## src/rtl/dmem_agen_pkg.sv

```systemverilog
// Shared types and helpers for the strided data-memory address generator.
// Default geometry widths plus the divider-free modular block step.
package dmem_agen_pkg;

  localparam int unsigned NUM_BLK_DEF   = 7;
  localparam int unsigned BLK_DEPTH_DEF = 16;
  localparam int unsigned BLK_W         = $clog2(NUM_BLK_DEF);
  localparam int unsigned OFF_W         = $clog2(BLK_DEPTH_DEF);

  typedef enum logic [1:0] {
    S_IDLE = 2'd0,
    S_RUN  = 2'd1,
    S_GAP  = 2'd2
  } state_e;

  // (blk + step) mod num_blk, valid for blk, step < num_blk
  function automatic int unsigned blk_step(input int unsigned blk,
                                           input int unsigned step,
                                           input int unsigned num_blk);
    int unsigned sum;
    sum = blk + step;
    return (sum >= num_blk) ? (sum - num_blk) : sum;
  endfunction

endpackage

```

## src/rtl/dmem_stride_agen_mod_blk_step.sv

```systemverilog
// Combinational modular block advance used for both the stride step and the
// per-group start-block step.
module mod_blk_step
  import dmem_agen_pkg::*;
#(
  parameter int unsigned NUM_BLK  = NUM_BLK_DEF,
  parameter int unsigned BLK_BITS = $clog2(NUM_BLK)
) (
  input  logic [BLK_BITS-1:0] blk,
  input  logic [BLK_BITS-1:0] step,
  output logic [BLK_BITS-1:0] sum_c
);

  assign sum_c = BLK_BITS'(blk_step(32'(blk), 32'(step), NUM_BLK));

endmodule

```

## src/rtl/dmem_stride_agen.sv

```systemverilog
// Data-memory address generator: strided block walk per group, idle gap
// between groups, valid/ready stalls, finite or free-running group count.
module dmem_stride_agen
  import dmem_agen_pkg::*;
#(
  parameter int unsigned NUM_BLK      = NUM_BLK_DEF,
  parameter int unsigned BLK_DEPTH    = BLK_DEPTH_DEF,
  parameter int unsigned STRIDE       = 3,
  parameter int unsigned BLKS_PER_GRP = 3,
  parameter int unsigned GAP          = 2,
  parameter int unsigned GRP_CNT_W    = 8,
  localparam int unsigned BLK_BITS    = $clog2(NUM_BLK),
  localparam int unsigned OFF_BITS    = $clog2(BLK_DEPTH),
  localparam int unsigned ADDR_W      = BLK_BITS + OFF_BITS
) (
  input  logic                 clk,
  input  logic                 rst,
  input  logic                 start,
  input  logic                 abort,
  input  logic                 cfg_linear,
  input  logic [GRP_CNT_W-1:0] cfg_num_grp,
  output logic [ADDR_W-1:0]    addr,
  output logic                 addr_valid,
  input  logic                 addr_ready,
  output logic                 grp_first,
  output logic                 grp_last,
  output logic                 busy,
  output logic                 done
);

  localparam int unsigned SUB_W    = (BLKS_PER_GRP > 1) ? $clog2(BLKS_PER_GRP) : 1;
  localparam int unsigned GAP_W    = (GAP > 1) ? $clog2(GAP) : 1;
  localparam int unsigned GAP_LAST = (GAP > 0) ? GAP - 1 : 0;
  localparam int unsigned SUB_LAST = BLKS_PER_GRP - 1;
  localparam int unsigned OFF_LAST = BLK_DEPTH - 1;

  state_e               state_q, state_d;
  logic [BLK_BITS-1:0]  blk_q, blk_d, start_blk_q, start_blk_d;
  logic [OFF_BITS-1:0]  off_q, off_d;
  logic [SUB_W-1:0]     sub_q, sub_d;
  logic [GAP_W-1:0]     gap_q, gap_d;
  logic [GRP_CNT_W-1:0] grp_q, grp_d, num_grp_q, num_grp_d;
  logic                 linear_q, linear_d;
  logic                 valid_q, valid_d, first_q, first_d, last_q, last_d;
  logic                 busy_q, busy_d, done_q, done_d;

  logic [BLK_BITS-1:0]  step_sel;
  logic [BLK_BITS-1:0]  blk_stride_c;
  logic [BLK_BITS-1:0]  start_inc_c;

  assign step_sel = linear_q ? BLK_BITS'(1) : BLK_BITS'(STRIDE);

  mod_blk_step #(.NUM_BLK(NUM_BLK), .BLK_BITS(BLK_BITS)) u_stride_step (
    .blk   (blk_q),
    .step  (step_sel),
    .sum_c (blk_stride_c)
  );

  mod_blk_step #(.NUM_BLK(NUM_BLK), .BLK_BITS(BLK_BITS)) u_grp_step (
    .blk   (start_blk_q),
    .step  (BLK_BITS'(1)),
    .sum_c (start_inc_c)
  );

  // State register and all registered outputs
  always_ff @(posedge clk) begin
    if (!rst) begin
      state_q     <= S_IDLE;
      blk_q       <= '0;
      start_blk_q <= '0;
      off_q       <= '0;
      sub_q       <= '0;
      gap_q       <= '0;
      grp_q       <= '0;
      num_grp_q   <= '0;
      linear_q    <= 1'b0;
      valid_q     <= 1'b0;
      first_q     <= 1'b0;
      last_q      <= 1'b0;
      busy_q      <= 1'b0;
      done_q      <= 1'b0;
    end else begin
      state_q     <= state_d;
      blk_q       <= blk_d;
      start_blk_q <= start_blk_d;
      off_q       <= off_d;
      sub_q       <= sub_d;
      gap_q       <= gap_d;
      grp_q       <= grp_d;
      num_grp_q   <= num_grp_d;
      linear_q    <= linear_d;
      valid_q     <= valid_d;
      first_q     <= first_d;
      last_q      <= last_d;
      busy_q      <= busy_d;
      done_q      <= done_d;
    end
  end

  // Next-state and next-output logic
  always_comb begin
    state_d     = state_q;
    blk_d       = blk_q;
    start_blk_d = start_blk_q;
    off_d       = off_q;
    sub_d       = sub_q;
    gap_d       = gap_q;
    grp_d       = grp_q;
    num_grp_d   = num_grp_q;
    linear_d    = linear_q;
    done_d      = 1'b0;

    case (state_q)
      S_IDLE: begin
        if (start) begin
          state_d     = S_RUN;
          linear_d    = cfg_linear;
          num_grp_d   = cfg_num_grp;
          start_blk_d = '0;
          blk_d       = '0;
          off_d       = '0;
          sub_d       = '0;
          grp_d       = '0;
        end
      end
      S_RUN: begin
        if (addr_ready) begin
          if (off_q != OFF_BITS'(OFF_LAST)) begin
            off_d = off_q + 1'b1;
          end else if (sub_q != SUB_W'(SUB_LAST)) begin
            off_d = '0;
            sub_d = sub_q + 1'b1;
            blk_d = blk_stride_c;
          end else if ((num_grp_q != '0) &&
                       (GRP_CNT_W'(grp_q + 1'b1) == num_grp_q)) begin
            state_d = S_IDLE;
            done_d  = 1'b1;
          end else if (GAP > 0) begin
            // addr holds the last beat's address through the gap
            state_d = S_GAP;
            gap_d   = '0;
          end else begin
            start_blk_d = start_inc_c;
            blk_d       = start_inc_c;
            off_d       = '0;
            sub_d       = '0;
            grp_d       = grp_q + 1'b1;
          end
        end
      end
      S_GAP: begin
        if (gap_q == GAP_W'(GAP_LAST)) begin
          state_d     = S_RUN;
          start_blk_d = start_inc_c;
          blk_d       = start_inc_c;
          off_d       = '0;
          sub_d       = '0;
          grp_d       = grp_q + 1'b1;
        end else begin
          gap_d = gap_q + 1'b1;
        end
      end
      default: state_d = S_IDLE;
    endcase

    if (abort) begin
      state_d = S_IDLE;
      done_d  = 1'b0;
    end

    valid_d = (state_d == S_RUN);
    busy_d  = (state_d != S_IDLE);
    first_d = valid_d && (sub_d == '0) && (off_d == '0);
    last_d  = valid_d && (sub_d == SUB_W'(SUB_LAST)) && (off_d == OFF_BITS'(OFF_LAST));
  end

  assign addr       = {blk_q, off_q};
  assign addr_valid = valid_q;
  assign grp_first  = first_q;
  assign grp_last   = last_q;
  assign busy       = busy_q;
  assign done       = done_q;

endmodule

```

## config.mk

```make
export PLATFORM = sky130hd
export DESIGN_NAME = dmem_stride_agen
export DESIGN_NICKNAME = d
export VERILOG_FILES = /design/src/rtl/dmem_agen_pkg.sv /design/src/rtl/dmem_stride_agen_mod_blk_step.sv /design/src/rtl/dmem_stride_agen.sv
export SDC_FILE = /design/constraint.sdc
export NUM_CORES = 1
export LEC_CHECK = 0
export BUFFER_PORTS_ARGS = -buffer_cell sky130_fd_sc_hd__clkbuf_2
export CAP_MARGIN = 20
export CORE_MARGIN = 1.5
export CORE_UTILIZATION = 60
export CTS_BUF_LIST = sky130_fd_sc_hd__clkbuf_4 sky130_fd_sc_hd__clkbuf_8
export DETAILED_ROUTE_END_ITERATION = 10
export PLACE_DENSITY = 0.87
export SLEW_MARGIN = 20
export SYNTH_ARGS = -nofsm -noshare
export SYNTH_HDL_FRONTEND = slang
export SYNTH_SLANG_ARGS = --single-unit
```

## constraint.sdc

```tcl
create_clock -name clk -period 3.4 [get_ports clk]
set_input_delay 0.17 -clock clk [delete_from_list [all_inputs] [get_ports clk]]
set_output_delay 0.17 -clock clk [all_outputs]
set_load 0.005 [all_outputs]
```

After elaboration in Yosys (flattened, before gate mapping)
Index checks and enable logic that the tools add are counted.
Storage, ports and cells
  bits in registers: 37
  output and inout port bits: 12
  logic and storage cells: 100
Cells by class
  $add $sub $neg: 8
  order comparisons: 2
  equality and inequality tests: 15
  muxes and demuxes: 40
  bitwise logic cells: 3
  reductions and logical operators: 18
Operator list (number)
  two-way mux 2 bit: 13
  two-way mux 3 bit: 7
  two-way mux 4 bit: 5
  two-way mux 8 bit: 2
  != test 2 bit, second input constant: 8
  case mux 8 bit (2 select lines): 1
  case mux 2 bit (3 select lines): 2
  case mux 4 bit (3 select lines): 1
  case mux 3 bit (3 select lines): 1
  adder 8 x 1 -> 8 bit, second input constant: 1
  equality test 8 bit: 1
  >= comparator 4 x 3 -> 1 bit, second input constant: 2
  nonzero test 8 bit: 1
  two-way mux 1 bit: 6
  case mux 3 bit (2 select lines): 1
  AND reduction 6 bit: 1
  nonzero test 2 bit: 3
  OR reduction 6 bit: 1
  subtractor 3 bit, second input constant: 2
  logical AND 1 bit: 5
  AND reduction 5 bit: 1
  adder 3 x 1 -> 4 bit, second input constant: 1
  adder 3 x 2 -> 4 bit: 1
  adder 4 x 1 -> 4 bit, second input constant: 1
  other kinds (13): 18

Logic depth before layout (Yosys ltp)
Gate-level depths: netlist (run 1).
  word-level depth: 12
  mapped depth: 9

Modules after synthesis
Synthesis (run 1) repeated with hierarchy kept, for this count alone.
Unflattened totals
  cells, all modules: 300
  area, all modules: 2547.4 µm²
Modules (own cells, without submodules)
  dmem_stride_agen: instances 1, cells each 262, area an instance 2217.1 µm²
  mod_blk_step: instances 2, cells each 19, area an instance 165.2 µm²

Worst setup path before layout (run 1)
Ideal clock, no wire load.
  kind: register to register
  start point: reg state_q[0]
  end point: reg first_q (netlist: grp_first)
  setup time: 0.088 ns
  arrival time: 2.273 ns
  required time: 3.312 ns
  setup slack: 1.039 ns
  stages on the path, launching flop included: 9
  path buffers: 0
  clock period less this slack: 2.361 ns
  cell sequence: dfxtp_1 -> inv_1 -> ha_1 -> nor2b_4 -> or3_4 -> o21bai_4 -> a21o_1 -> or4b_1 -> nor4_2
On the way
  word-level cells in the longest chain between the ends: 8
  elaborated cells on any way between the ends: 17
Ends and longest elaborated chain
  from (decl): line dmem_stride_agen.sv:37  | state_e state_q, state_d;
  from (signal assigned): line dmem_stride_agen.sv:83  | state_q <= state_d;
  two-way mux 2 bit: line dmem_stride_agen.sv:130  | end else if (sub_q != SUB_W'(SUB_LAST)) begin
  two-way mux 2 bit: line dmem_stride_agen.sv:128  | if (off_q != OFF_BITS'(OFF_LAST)) begin
  two-way mux 2 bit: line dmem_stride_agen.sv:127  | if (addr_ready) begin
  case mux 2 bit (3 select lines): line dmem_stride_agen.sv:113  | case (state_q)
  two-way mux 2 bit: line dmem_stride_agen.sv:166  | if (abort) begin
  equality test 2 x 1 -> 1 bit: line dmem_stride_agen.sv:171  | valid_d = (state_d == S_RUN);
  logical AND 1 bit: line dmem_stride_agen.sv:173  | first_d = valid_d && (sub_d == '0) && (off_d == '0);
  logical AND 1 bit *: line dmem_stride_agen.sv:173
  to (signal assigned): line dmem_stride_agen.sv:93  | first_q <= first_d;
  to (decl): line dmem_stride_agen.sv:44  | logic valid_q, valid_d, first_q, first_d, last_q, last_d;
Mark *: on every way between the ends. The rest lies on a longest branch, timed or not.
A chain may end at the register's enable or synchronous reset.

Worst setup path after layout (run 1)
Ends and elaborated chain as after synthesis.

==> run metrics, run 1 <==
Setup TNS 0 ps; Rel. slew slack 72.1%; CTS root buffer clkbuf_8; fmax 371 MHz; area leader, netlist dfxtp_1; register area 741 um^2; HP Class input pin to flip-flop; Die Wd 63.9 um; syn_area_per_cell 8.08 um^2; worst hold slack 81.1 ps; RePlAce Congestion 0.823; post-cts sizing count 0; CP Capture Type flip-flop; post-synthesis cell type count 55; Max Slew Vio Count 0; Clock Sink Count 37; Synth-to-Final Area Change 12.0%; critical path arrival 2900 ps; Post-Route WL 4.99 mm; Main synth FF type dfxtp_1; Core ar. 3440 um^2; worst-margin pin slew 408 ps; Max clock buf depth 2; vias in the first global route 1833; GRT Total Usage 25.7%; top layer in use met4; unrepaired setup endpoints after global routing no; Sw Share 23.7%; Rows 21; ys async rst share 0%; CP Launch Type flip-flop; I/O pins 26; largest net degree at the start of global routing 26; Post-synth EDFFs 0; post-synth top area share 33.3%; HPWL Detailed 3.52 mm; vias per cell 5.79; cts hold-fix bufs 0; Layout Cells excl Fill 344; worst-skew pair later-pin latency 290 ps; multi-input logic area 1390 um^2; wire length on met3 210 um; CTS tree yes; leading cell type in the layout, fill and taps excluded dfxtp_1; CP max FO 11; share of power burned in combinational logic 9.5%; overflow left after global routing 0; met2 WL post-DR 2.31 mm; Final period util 79.3%; Clock power frac 42.6%; top cells by area, synth dfxtp_1, ha_1, a21oi_1; Worst Hold Depth 2; status completed; post-synthesis cell area 2220 um^2; Die Y 63.9 um; Ys Warns 0; sequential area share after synthesis 33.3%; final net count 324; syn_nets 302; Net Switching 223 uW; initial core utilization 64.6%; Setup Crit Path Kind flip-flop to flip-flop; Post-Route M1 WL 2.40 mm; fin crit period 2700 ps; final antenna-violating net count 0; htree depth 2; power density cells 378 nW/um^2; # diodes 0; required time of the critical path 3610 ps; Setup Buffers After CTS 0; Via Count 1991; commonest cells after routing, fill and taps aside dfxtp_1, nand2_1, a21oi_1; Die ar. 4080 um^2; Synth Register Bits 37; clk_skew 6.57 ps; IO buf count 25; Post-Synthesis Cells 275; Leak Pwr 1.00 nW; layout cell share with drive strength beyond 1 14.8%; first-pass detailed-route iteration total 4; final hold violation count 0; clock transition at the registers of the reported paths 80 ps; P_int 717 uW; fillers 285; initial DRC count 149; final setup vio count 0; Num CTS Buffers 5; Peak VDD IR 353 uV; Placed Cells 336; sequential share of power 47.9%; MaxCap Viol Count 0; first-pass GRT wire length 8.36 mm; drc violations 0; Reg2Reg Depth 8; initial antenna violation count 0; routed length per placed instance 14.5 um
[worst max-delay path: stages (launching register included)]
cell	delay, ps
dfxtp_1	410
inv_1	90
ha_1	330
nor2b_2	230
or3_4	370
o21bai_4	190
a21o_1	210
or4b_1	560
nor4_2	210
[flip-flops by register name, summed over array words and instances (netlist names)]
name	cells
addr_valid	1
blk_q	3
busy	1
done	1
gap_q	1
grp_first	1
grp_last	1
grp_q	8
linear_q	1
num_grp_q	8
off_q	4
start_blk_q	3
state_q	2
sub_q	2
[layer usage]
layer | vias up | track usage (%)
met5 | - | 0
met4 | 0 | 7.88
met3 | 7 | 5.81
met2 | 45 | 40.6
met1 | 920 | 34.8
li1 | 1019 | -
[per-stage QoR]
step	area, um^2	util, %	setup slack (ps)	power [mW]
after floorplan	2220	-	1040	0.521
after global placement	2370	68.8	847	0.546
after detailed placement	2370	68.8	757	0.548
after CTS	2490	72.3	732	0.944
after global routing	2490	72.3	560	0.971
final	2490	72.3	704	0.940
[power groups by stage]
stage	clock [mW]	combinational [mW]	sequential (mW)
detailed placement	0	0.0884	0.460
global route	0.421	0.0989	0.451
floorplan	0	0.0622	0.458
global placement	0	0.0862	0.460
CTS	0.405	0.0891	0.450
finish	0.400	0.0897	0.450
[worst paths after layout]
| path | end | from | slack (ps) |
|---|---|---|---|
| max | grp_first | state_q[0] | 700 |
| min | done | abort | 80 |
| max reg2reg | grp_first | state_q[0] | 700 |
| min reg2reg | num_grp_q[0] | num_grp_q[0] | 480 |
[logic make-up (layout without fill, tap and decap cells)]
group	after synthesis	in the layout	synth area share, %
buf+inv	24	47	4.17
mux	2	2	0.957
compound gates	70	70	20.3
flops	37	37	33.3
simple gates	116	116	28.5
xor+xnor	13	13	5.12
fa+ha+maj	13	13	7.66
[Yosys cell counts (2+ instances only)]
cell type and instances:
a22oi_1 4, o32ai_1 2, or3_1 3, nand4_1 2, o21ai_0 15, ha_1 12, nor2b_1 3, a2111oi_0 2
clkbuf_1 8, a21oi_1 27, nor3b_1 2, nor3_1 4, nand3_1 7, and3_1 4, nand2_1 32, xnor2_1 10
nand3b_1 5, dfxtp_1 37, nor2_1 25, nor4_1 3, nand4b_1 3, xor2_1 3, buf_2 2, a31oi_1 2
a21o_1 2, o221ai_1 2, inv_1 12, a32oi_1 2, nand2b_1 7, and2_1 8
[layout make-up]
cell class / instances / area share (%)
Timing Repair Buffer: 26 / 5.33
Multi-Input combinational cell: 214 / 55.8
Sequential cell: 37 / 29.8
Inverter: 13 / 1.96
Clock inverter: 2 / 1.51
Tap cell: 46 / 2.31
Clock buffer: 6 / 3.32
Power figures use the tool's default switching activity.
==> inputs of run 2 (changes only) <==
==> constraint.sdc (replaced) <==
create_clock -name clk -period 2.71 [get_ports clk]
set_input_delay 0.1355 -clock clk [delete_from_list [all_inputs] [get_ports clk]]
set_output_delay 0.1355 -clock clk [all_outputs]
set_load 0.005 [all_outputs]
==> run metrics, run 2 (synthesis gave the netlist of run 1 again) <==
status completed; HP Class input pin to flip-flop; htree depth 2; first-pass GRT wire length 8.82 mm; Largest regs grp_q (8), num_grp_q (8), off_q (4); worst hold path startpoint abort; largest net degree at the start of global routing 26; Max clock buf depth 2; GRT Total Usage 27.3%; routed length per placed instance 14.6 um; post-layout util 72.3%; initial DRC count 183; final std cell area, no fill 2490 um^2; drc violations 0; HPWL Detailed 3.48 mm; Peak VDD IR 357 uV; Reg2Reg Depth 8; Clock power frac 40.6%; total power 1.14 mW; commonest cells after routing, fill and taps aside dfxtp_1, nand2_1, a21oi_1; worst-margin pin slew 464 ps; P_int 868 uW; reg2reg end grp_first; FF-to-FF setup slack 200 ps; multi-input logic area 1390 um^2; CTS root buffer clkbuf_8; Synth-to-Final Area Change 11.9%; clock transition at the registers of the reported paths 70 ps; Net Switching 276 uW; initial core utilization 64.6%; sequential share of power 49.4%; Setup Crit Path Kind flip-flop to flip-flop; fmax 398 MHz; Core ar. 3440 um^2; Rel. slew slack 68.3%; layout cell share with drive strength beyond 1 15.1%; critical path arrival 2720 ps; CP Capture Type flip-flop; Leak Pwr 1.01 nW; initial antenna violation count 0; Num CTS Buffers 5; Die ar. 4080 um^2; fillers 294; required time of the critical path 2920 ps; Reg-to-Reg Start state_q[0]; post-cts sizing count 0; Hold Crit Endpoint done; fin crit period 2510 ps; Setup TNS 0 ps; I/O pins 26; final hold violation count 0; power density cells 460 nW/um^2; final net count 326; Worst Hold Depth 2; worst-skew pair later-pin latency 290 ps; Die Y 63.9 um; CTS tree yes; # diodes 0; MaxCap Viol Count 0; first-pass detailed-route iteration total 4; CP max FO 6; Rows 21; vias in the first global route 1984; unrepaired setup endpoints after global routing no; Final period util 92.7%; final antenna-violating net count 0; RePlAce Congestion 0.819; Placed Area 2380 um^2; Layout Cells excl Fill 345; leading cell type in the layout, fill and taps excluded dfxtp_1; vias per cell 5.98; cts hold-fix bufs 0; Sw Share 24.1%; register area 741 um^2; Via Count 2064; Setup Buffers After CTS 0; share of power burned in combinational logic 10.0%; CP Launch Type flip-flop; IO buf count 25; overflow left after global routing 0; Die Wd 63.9 um; Max Slew Vio Count 0; Clock Sink Count 37; clk_skew 5.51 ps; Post-Route WL 5.04 mm; Placed Cells 338; final setup vio count 0
==> run 2: changes by cell type in the layout (fill, tap and decap cells not counted), sizes merged <==
cell	previous run	this run
clkinvlp	1	0
clkinv	1	2
clkbuf	31	30
buf	1	3
==> run 2: area by class of cell <==
cell class / count / share of cell area, %
Tap cell: 46 / 2.31
Multi-Input combinational cell: 214 / 55.8
Timing Repair Buffer: 28 / 5.94
Sequential cell: 37 / 29.8
Clock buffer: 5 / 2.77
Inverter: 13 / 1.96
Clock inverter: 2 / 1.41
==> run 2: per-layer routing <==
| layer | vias to the layer above | wire, um | part of all wire, % | GRT usage (%) |
|---|---|---|---|---|
| li1 | 1025 | - | - | - |
| met5 | - | 0 | 0 | 0 |
| met4 | 0 | 104 | 2.1 | 12.2 |
| met3 | 15 | 355 | 7.0 | 5.63 |
| met2 | 79 | 2360 | 47 | 43.8 |
| met1 | 945 | 2220 | 44 | 35.1 |
==> run 2: critical path: stages (launching register included) <==
cell      delay, ps
dfxtp_1         400
inv_1            90
ha_1            230
nor2b_4         150
or3_4           400
o21bai_4        190
a21o_1          210
or4b_1          550
nor4_2          210
==> run 2: worst max path at each step <==
| stage | start | end | cells after the start |
|---|---|---|---|
| after CTS | state_q[0] | grp_first | 8 |
| after global routing | state_q[0] | grp_first | 8 |
| after detailed placement | state_q[0] | grp_first | 8 |
| after global placement | state_q[0] | grp_first | 8 |
| final | state_q[0] | grp_first | 8 |
| after floorplan | state_q[0] | grp_first | 8 |
==> run 2: per-stage QoR <==
step,hold slack (ps),setup slack (ps)
5_1_grt,47.4,90.0
3_3_place_gp,358,303
2_1_floorplan,212,349
3_5_place_dp,352,243
6_report,44.8,198
4_1_cts,46.1,195
==> run 2: power by group through the flow <==
stage	Combinational [mW]	Sequential [mW]	Clock, mW
after floorplan	0.0780	0.575	0
after global placement	0.109	0.577	0
after detailed placement	0.112	0.577	0
after CTS	0.114	0.565	0.469
after global routing	0.126	0.566	0.492
final	0.115	0.565	0.465
